$ cat config.mk
export PLATFORM = sky130hd
export DESIGN_NAME = keypad_entry_controller
export DESIGN_NICKNAME = d
export VERILOG_FILES = /design/src/rtl/kpd_pkg.sv /design/src/rtl/kpd_release_detect.sv /design/src/rtl/keypad_entry_controller.sv
export SDC_FILE = /design/constraint.sdc
export NUM_CORES = 1
export LEC_CHECK = 0
export CAP_MARGIN = 20
export CORE_UTILIZATION = 25
export DETAILED_ROUTE_END_ITERATION = 16
export PLACE_DENSITY = 0.5
export SLEW_MARGIN = 0
export SYNTH_ARGS = -nofsm -noshare
export SYNTH_HDL_FRONTEND = slang
export SYNTH_SLANG_ARGS = --single-unit
$ cat constraint.sdc
create_clock -name clk -period 1.36 [get_ports clk]
set_input_delay 0.408 -clock clk [delete_from_list [all_inputs] [get_ports clk]]
set_output_delay 0.408 -clock clk [all_outputs]
set_load 0.02 [all_outputs]
$ cat src/rtl/kpd_pkg.sv
// Shared keypad definitions: digit width, blank nibble and the entry-round state encoding.
package kpd_pkg;

    localparam int unsigned KPD_DIGIT_W   = 4;
    localparam logic [3:0]  KPD_BLANK     = 4'hF;
    localparam logic [3:0]  KPD_MAX_DIGIT = 4'd9;

    typedef enum logic [1:0] {
        StIdle,
        StCollect,
        StCheck,
        StDone
    } kpd_state_e;

endpackage

$ cat src/rtl/kpd_release_detect.sv
// Synchronizes the scanner's pressed level, holds the last key code seen while pressed,
// and emits a registered one-cycle strobe on key release together with that code.
module kpd_release_detect
    import kpd_pkg::*;
(
    input  logic                   clk,
    input  logic                   rst,
    input  logic                   key_pressed,
    input  logic [KPD_DIGIT_W-1:0] key_num,
    output logic                   release_valid,
    output logic [KPD_DIGIT_W-1:0] release_num
);

    logic                   sync1_q;
    logic                   sync2_q;
    logic                   sync2_prev_q;
    logic                   release_q;
    logic [KPD_DIGIT_W-1:0] held_q;

    always_ff @(posedge clk) begin
        if (rst) begin
            sync1_q      <= 1'b0;
            sync2_q      <= 1'b0;
            sync2_prev_q <= 1'b0;
            release_q    <= 1'b0;
            held_q       <= '0;
        end else begin
            sync1_q      <= key_pressed;
            sync2_q      <= sync1_q;
            sync2_prev_q <= sync2_q;
            release_q    <= sync2_prev_q & ~sync2_q;
            if (sync2_q) begin
                held_q <= key_num;
            end
        end
    end

    assign release_valid = release_q;
    assign release_num   = held_q;

endmodule

$ cat src/rtl/keypad_entry_controller.sv
// One code-entry round: collect DIGITS key releases, compare against the latched target.
// Optional inactivity timeout is compiled in with KPD_ENTRY_TIMEOUT_EN.
module keypad_entry_controller
    import kpd_pkg::*;
#(
    parameter int unsigned DIGITS         = 4,
    parameter int unsigned TIMEOUT_CYCLES = 100_000_000
) (
    input  logic                          clk,
    input  logic                          rst,
    input  logic                          start,
    input  logic [KPD_DIGIT_W*DIGITS-1:0] target,
    input  logic                          key_pressed,
    input  logic [KPD_DIGIT_W-1:0]        key_num,
    output logic [KPD_DIGIT_W*DIGITS-1:0] entry,
    output logic [2:0]                    entry_count,
    output logic                          busy,
    output logic                          done,
    output logic                          match,
    output logic                          timeout
);

    localparam int unsigned W = KPD_DIGIT_W * DIGITS;

    logic                   rel_valid;
    logic [KPD_DIGIT_W-1:0] rel_num;

    kpd_release_detect u_release_detect (
        .clk           (clk),
        .rst           (rst),
        .key_pressed   (key_pressed),
        .key_num       (key_num),
        .release_valid (rel_valid),
        .release_num   (rel_num)
    );

    kpd_state_e   state_q, state_d;
    logic [W-1:0] target_q, target_d;
    logic [W-1:0] entry_q, entry_d;
    logic [2:0]   count_q, count_d;
    logic         match_q, match_d;
    logic         done_q, done_d;

`ifdef KPD_ENTRY_TIMEOUT_EN
    localparam int unsigned TimerW = $clog2(TIMEOUT_CYCLES + 1);
    logic [TimerW-1:0] timer_q, timer_d;
    logic              timeout_q, timeout_d;
`else
    logic unused_timeout_cfg;
    assign unused_timeout_cfg = ^TIMEOUT_CYCLES;
`endif

    always_ff @(posedge clk) begin
        if (rst) begin
            state_q   <= StIdle;
            target_q  <= '0;
            entry_q   <= {DIGITS{KPD_BLANK}};
            count_q   <= '0;
            match_q   <= 1'b0;
            done_q    <= 1'b0;
`ifdef KPD_ENTRY_TIMEOUT_EN
            timer_q   <= '0;
            timeout_q <= 1'b0;
`endif
        end else begin
            state_q   <= state_d;
            target_q  <= target_d;
            entry_q   <= entry_d;
            count_q   <= count_d;
            match_q   <= match_d;
            done_q    <= done_d;
`ifdef KPD_ENTRY_TIMEOUT_EN
            timer_q   <= timer_d;
            timeout_q <= timeout_d;
`endif
        end
    end

    always_comb begin
        state_d   = state_q;
        target_d  = target_q;
        entry_d   = entry_q;
        count_d   = count_q;
        match_d   = match_q;
        done_d    = 1'b0;
`ifdef KPD_ENTRY_TIMEOUT_EN
        timer_d   = timer_q;
        timeout_d = timeout_q;
`endif
        // start outranks a coincident key event; a round in CHECK cannot be restarted
        if (start && state_q != StCheck) begin
            state_d  = StCollect;
            target_d = target;
            entry_d  = {DIGITS{KPD_BLANK}};
            count_d  = '0;
            match_d  = 1'b0;
`ifdef KPD_ENTRY_TIMEOUT_EN
            timer_d   = '0;
            timeout_d = 1'b0;
`endif
        end else begin
            unique case (state_q)
                StCollect: begin
                    if (rel_valid && rel_num <= KPD_MAX_DIGIT) begin
                        entry_d                = entry_q << KPD_DIGIT_W;
                        entry_d[KPD_DIGIT_W-1:0] = rel_num;
                        count_d                = count_q + 3'd1;
`ifdef KPD_ENTRY_TIMEOUT_EN
                        timer_d = '0;
`endif
                        if (count_q == 3'(DIGITS - 1)) begin
                            state_d = StCheck;
                        end
                    end
`ifdef KPD_ENTRY_TIMEOUT_EN
                    else if (timer_q == TimerW'(TIMEOUT_CYCLES - 1)) begin
                        state_d   = StDone;
                        timeout_d = 1'b1;
                        match_d   = 1'b0;
                        done_d    = 1'b1;
                    end else begin
                        timer_d = timer_q + 1'b1;
                    end
`endif
                end
                StCheck: begin
                    match_d = (entry_q == target_q);
                    state_d = StDone;
                    done_d  = 1'b1;
                end
                StIdle, StDone: ;
                default: state_d = StIdle;
            endcase
        end
    end

    assign entry       = entry_q;
    assign entry_count = count_q;
    assign busy        = (state_q == StCollect) || (state_q == StCheck);
    assign done        = done_q;
    assign match       = match_q;
`ifdef KPD_ENTRY_TIMEOUT_EN
    assign timeout     = timeout_q;
`else
    assign timeout     = 1'b0;
`endif

endmodule

## Yosys cells after proc, flatten, opt, wreduce, memory -nomap -nowiden

Cells that the tools add are included.

- Register bits after elaboration: 47
- Logic and storage cells: 39

- Add/sub/neg operators: 1
- Order comparisons: 1
- Eq/ne operators: 9
- Muxes and demuxes: 5
- Bitwise gates (word level): 2
- Reductions and logical operators: 9

Operators by type and width:

| kind | count |
|---|---|
| == test 16 bit | 1 |
| inequality test 2 bit, second input constant | 3 |
| inequality test 3 bit, second input constant | 2 |
| AND reduction 3 bit | 2 |
| less-or-equal comparator 4 bit, second input constant | 1 |
| 2-to-1 mux 2 bit | 2 |
| case mux 2 bit (2 select lines) | 1 |
| adder 3 x 1 -> 3 bit, second input constant | 1 |
| == test 3 x 2 -> 1 bit, second input constant | 1 |
| nonzero test 3 bit | 1 |
| == test 2 x 1 -> 1 bit, second input constant | 1 |
| == test 2 bit, second input constant | 1 |
| logical AND 1 bit | 2 |
| 2-to-1 mux 1 bit | 2 |
| AND reduction 2 bit | 1 |
| nonzero test 2 bit | 1 |
| OR reduction 2 bit | 1 |
| AND 1 bit | 1 |
| logical OR 1 bit | 1 |
| inverter 1 bit | 1 |

## Logic depth before layout (Yosys ltp)

- Word-level depth: 5
- Mapped depth: 7
- Gate-level depth less buffers: 7

## Modules after synthesis

Synthesis repeated with hierarchy kept, for this count alone.

- Cell total of the unflattened synthesis: 221
- Area total of the unflattened synthesis: 1885.6 um2

Modules (own cells, without submodules):

| module | times used | cells an instance | area an instance (um2) |
|---|---|---|---|
| keypad_entry_controller | 1 | 200 | 1632.8 |
| kpd_release_detect | 1 | 21 | 252.7 |

## Least setup slack after synthesis

OpenSTA, ideal clock, no wires.

- Path type: flip-flop to flip-flop
- From: reg state_q[0]
- To: reg target_q[4]
- Library setup time: 0.071 ns
- Arrival time: 1.268 ns
- Required time: 1.289 ns
- Path slack: 0.021 ns
- Stages on the path, launching flop included: 8
- Buffers on the path: 2
- Cell sequence: dfxtp_1 > inv_1 > ha_1 > nor2b_1 > buf_2 > buf_2 > nand2_1 > a21oi_1

- Cells in the longest elaborated chain, start to end: 2

RTL lines:

| item | line | source |
|---|---|---|
| from (decl) | keypad_entry_controller.sv:37 | `kpd_state_e state_q, state_d;` |
| from (signal assigned) | keypad_entry_controller.sv:55 | `state_q <= StIdle;` |
| from (signal assigned) | keypad_entry_controller.sv:66 | `state_q <= state_d;` |
| inequality test 2 bit | keypad_entry_controller.sv:91 | `if (start && state_q != StCheck) begin` |
| logical AND 1 bit | keypad_entry_controller.sv:91 |  |
| to (signal assigned) | keypad_entry_controller.sv:67 | `target_q <= target_d;` |
| to (decl) | keypad_entry_controller.sv:38 | `logic [W-1:0] target_q, target_d;` |

No other way between the ends.
A chain may end at the register's enable or synchronous reset.

## Worst setup path in the final report

- From: reg state_q[0]
- To: out busy

- Cells in the longest elaborated chain, start to end: 2

RTL lines:

| item | line | source |
|---|---|---|
| == test 2 x 1 -> 1 bit or == test 2 bit (tied branches) | keypad_entry_controller.sv:139 | `assign busy = (state_q == StCollect) \|\| (state_q == StCheck);` |
| logical OR 1 bit (*) | keypad_entry_controller.sv:139 |  |
| to (decl) | keypad_entry_controller.sv:17 | `output logic busy,` |

Mark *: on every way between the ends. The rest lies on a longest branch, timed or not.

==> results_dict.tcl <==
set metrics [dict create \
    die_x_um 89.1 \
    tns_ns -0.163 \
    hold_slack_ns 0.447 \
    grt.overflow.total 0 \
    hpwl_um 3390 \
    num_vias 1630 \
    worstSetupPathType "register to primary output" \
    maxSlewViolCount 0 \
    synth-seq-cells 47 \
    end_kind "primary output" \
    synth_warnings 0 \
    place_area_mm2 0.00266 \
    ctsRootBufferMaster "clkbuf_8" \
    yosysSeqAreaShare_pct 49.6 \
    numClockSinks 47 \
    syn2layout_area_growth_pct 48.8 \
    firstDrtPassIters 4 \
    grt_pass1_wl_um 7580 \
    syn_area_mm2 0.00190 \
    htree_levels 2 \
    required_ns 0.95 \
    yosysUniqueCellTypes 29 \
    drt_iter0_markers 58 \
    grt_max_degree 20 \
    diodes 0 \
    drc 0 \
    violations "setup timing" \
    hold_path.class "register to register" \
    antenna_found_initial 0 \
    drive_gt1_share_pct 35.3 \
    core-area_mm2 0.00729 \
    critPathLaunchType "register" \
    rsz0062_at_grt "true" \
    fin_skew_ns 0.00816 \
    cts_buffers 5 \
    cts_buffer_depth 2 \
    maxCapViolations 0 \
    design_area_mm2 0.00282 \
    die_h_um 89.1 \
    rows 31 \
    final_antenna_net_count 0 \
    cts_setup_buffers 0 \
    worst_slack_ns -0.108 \
    drt-total-wl_um 4520 \
    gp_congestion 0.805 \
    clk_pin_slew_ns 0.08 \
    crit_arrival_ns 1.06 \
    hold_viol_final 0 \
    fmax_mhz 681 \
    grt_pass1_vias 1578 \
    setup_violations 2 \
    pin_count 47 \
    cp_max_fo 2 \
    status "finished, violations left" \
    cts_tree "done" \
    clkLatencyLatePin_ns 0.29 \
    fin_util_pct 38.7 \
    powerDensity_mw_per_mm2 953 \
    syn_area_per_cell_um2 8.54 \
    synthCells 222 \
    dieArea_mm2 0.00793 \
    vdd_ir_drop_max_mv 0.379 \
    post-route-min-period_ns 1.47 \
    port_buffers 45 \
    avgRoutedWirePerCell_um 11.6 \
    start_util_pct 26.0 \
    avgViaCountPerCell 4.17 \
    fin_crit_sh_pct 108 \
    nets 320 \
    synth_nets 250 \
    p_leak_nw 1.15 \
    grt_usage_pct 12.8 \
]
==> synthesized netlist by cell type (all sizes together) <==
| cell | number | area [um^2] |
|---|---|---|
| buf | 10 | 66.3 |
| nand3 | 18 | 90.1 |
| o21ai | 1 | 5.00 |
| nand4 | 3 | 18.8 |
| o22ai | 1 | 6.26 |
| conb | 1 | 3.75 |
| dfxtp | 47 | 941 |
| and2b | 1 | 7.51 |
| nand2b | 4 | 27.5 |
| a211oi | 2 | 20.0 |
| nor2b | 5 | 31.3 |
| nor3b | 1 | 7.51 |
| clkbuf | 3 | 11.3 |
| nand2 | 67 | 251 |
| nor2 | 8 | 37.5 |
| a21oi | 18 | 93.8 |
| a31oi | 1 | 6.26 |
| inv | 4 | 15.0 |
| mux2i | 4 | 40.0 |
| ha | 4 | 50.1 |
| nor4 | 1 | 6.26 |
| xnor2 | 17 | 149 |
| a41o | 1 | 10.0 |
==> metrics by stage <==
step	total power [mW]	setup WS [ns]	std cells
2_1_floorplan	1.60	0.0212	222
3_3_place_gp	1.73	-0.324	384
3_5_place_dp	1.73	-0.326	384
4_1_cts	2.72	-0.162	391
5_1_grt	2.83	-0.162	391
6_report	2.69	-0.108	391
==> area by class of cell <==
class                           instances  area [um^2]
Sequential cell                        47          958
Multi-Input combinational cell        158          982
Timing Repair Buffer                   76          639
Inverter                                4         15.0
Clock inverter                          1         30.0
Clock buffer                            6         72.6
Fill cell                             791         4470
Tap cell                               99          124
==> worst max-delay path, cell delays in order, from the launching register on <==
cell and delay (ns):
dfxtp_2 0.33, inv_2 0.05, ha_4 0.25, inv_2 0.03, buf_6 0.11
==> where the power goes <==
part / switching [mW] / internal, mW / leakage [nW]
Sequential: 0.0314 / 1.41 / 0.379
Clock: 0.431 / 0.539 / 0.0513
Combinational: 0.111 / 0.161 / 0.719
==> flip-flops by register name (all words and copies together), names as in the netlist <==
signal	cells
state_q	2
target_q	16
u_release_detect.sync1_q	1
u_release_detect.sync2_prev_q	1
done	1
u_release_detect.release_valid	1
entry_count	3
u_release_detect.sync2_q	1
entry	16
match	1
u_release_detect.release_num	4
==> timing repair <==
item	in CTS	in global routing
hold buffers	0	0
pin swaps	6	11
setup endpoints to repair	44	40
endpoints found under the hold margin	0	0
resized for setup	98	31
==> worst paths after layout <==
| kind | from | to | slack, ns | cells after the start |
|---|---|---|---|---|
| setup / recovery | state_q[0] | busy | -0.11 | 4 |
| hold reg to reg | u_release_detect.sync1_q | u_release_detect.sync2_q | 0.45 | 1 |
| hold / removal | u_release_detect.sync1_q | u_release_detect.sync2_q | 0.45 | 1 |
| setup reg to reg | state_q[0] | state_q[0] | -0.05 | 7 |
==> placed cells by master (no fill, tap or decap), types with 2 or more instances in the layout <==
master,n
a211oi_2,2
a21oi_1,16
a21oi_2,2
buf_12,3
buf_2,16
buf_4,25
buf_6,4
clkbuf_2,3
clkbuf_8,5
clkdlybuf4s50_1,23
dfxtp_1,33
dfxtp_2,14
ha_1,2
ha_4,2
inv_2,3
mux2i_1,4
nand2_1,59
nand2_2,8
nand2b_1,2
nand2b_2,2
nand3_1,18
nand4_1,3
nor2_1,6
nor2b_1,4
xnor2_1,11
xnor2_2,6
==> kinds of logic (layout without fill, tap and decap cells) <==
logic type	Yosys count	after routing	share of synthesized area, %
simple gates	108	108	25.2
flops	47	47	49.6
compound gates	24	24	7.46
xor+xnor	17	17	7.85
buf+inv	17	87	4.88
fa+ha+maj	4	4	2.64
mux	4	4	2.11
other cells	1	1	0.198
==> layer usage <==
layer / global-route usage, % / wire (um)
met1: 17.4 / 2350
met2: 20.0 / 1950
met3: 3.05 / 191
met4: 3.90 / 29
met5: 0 / 0
Note: power is estimated with default switching activity, not from simulation.
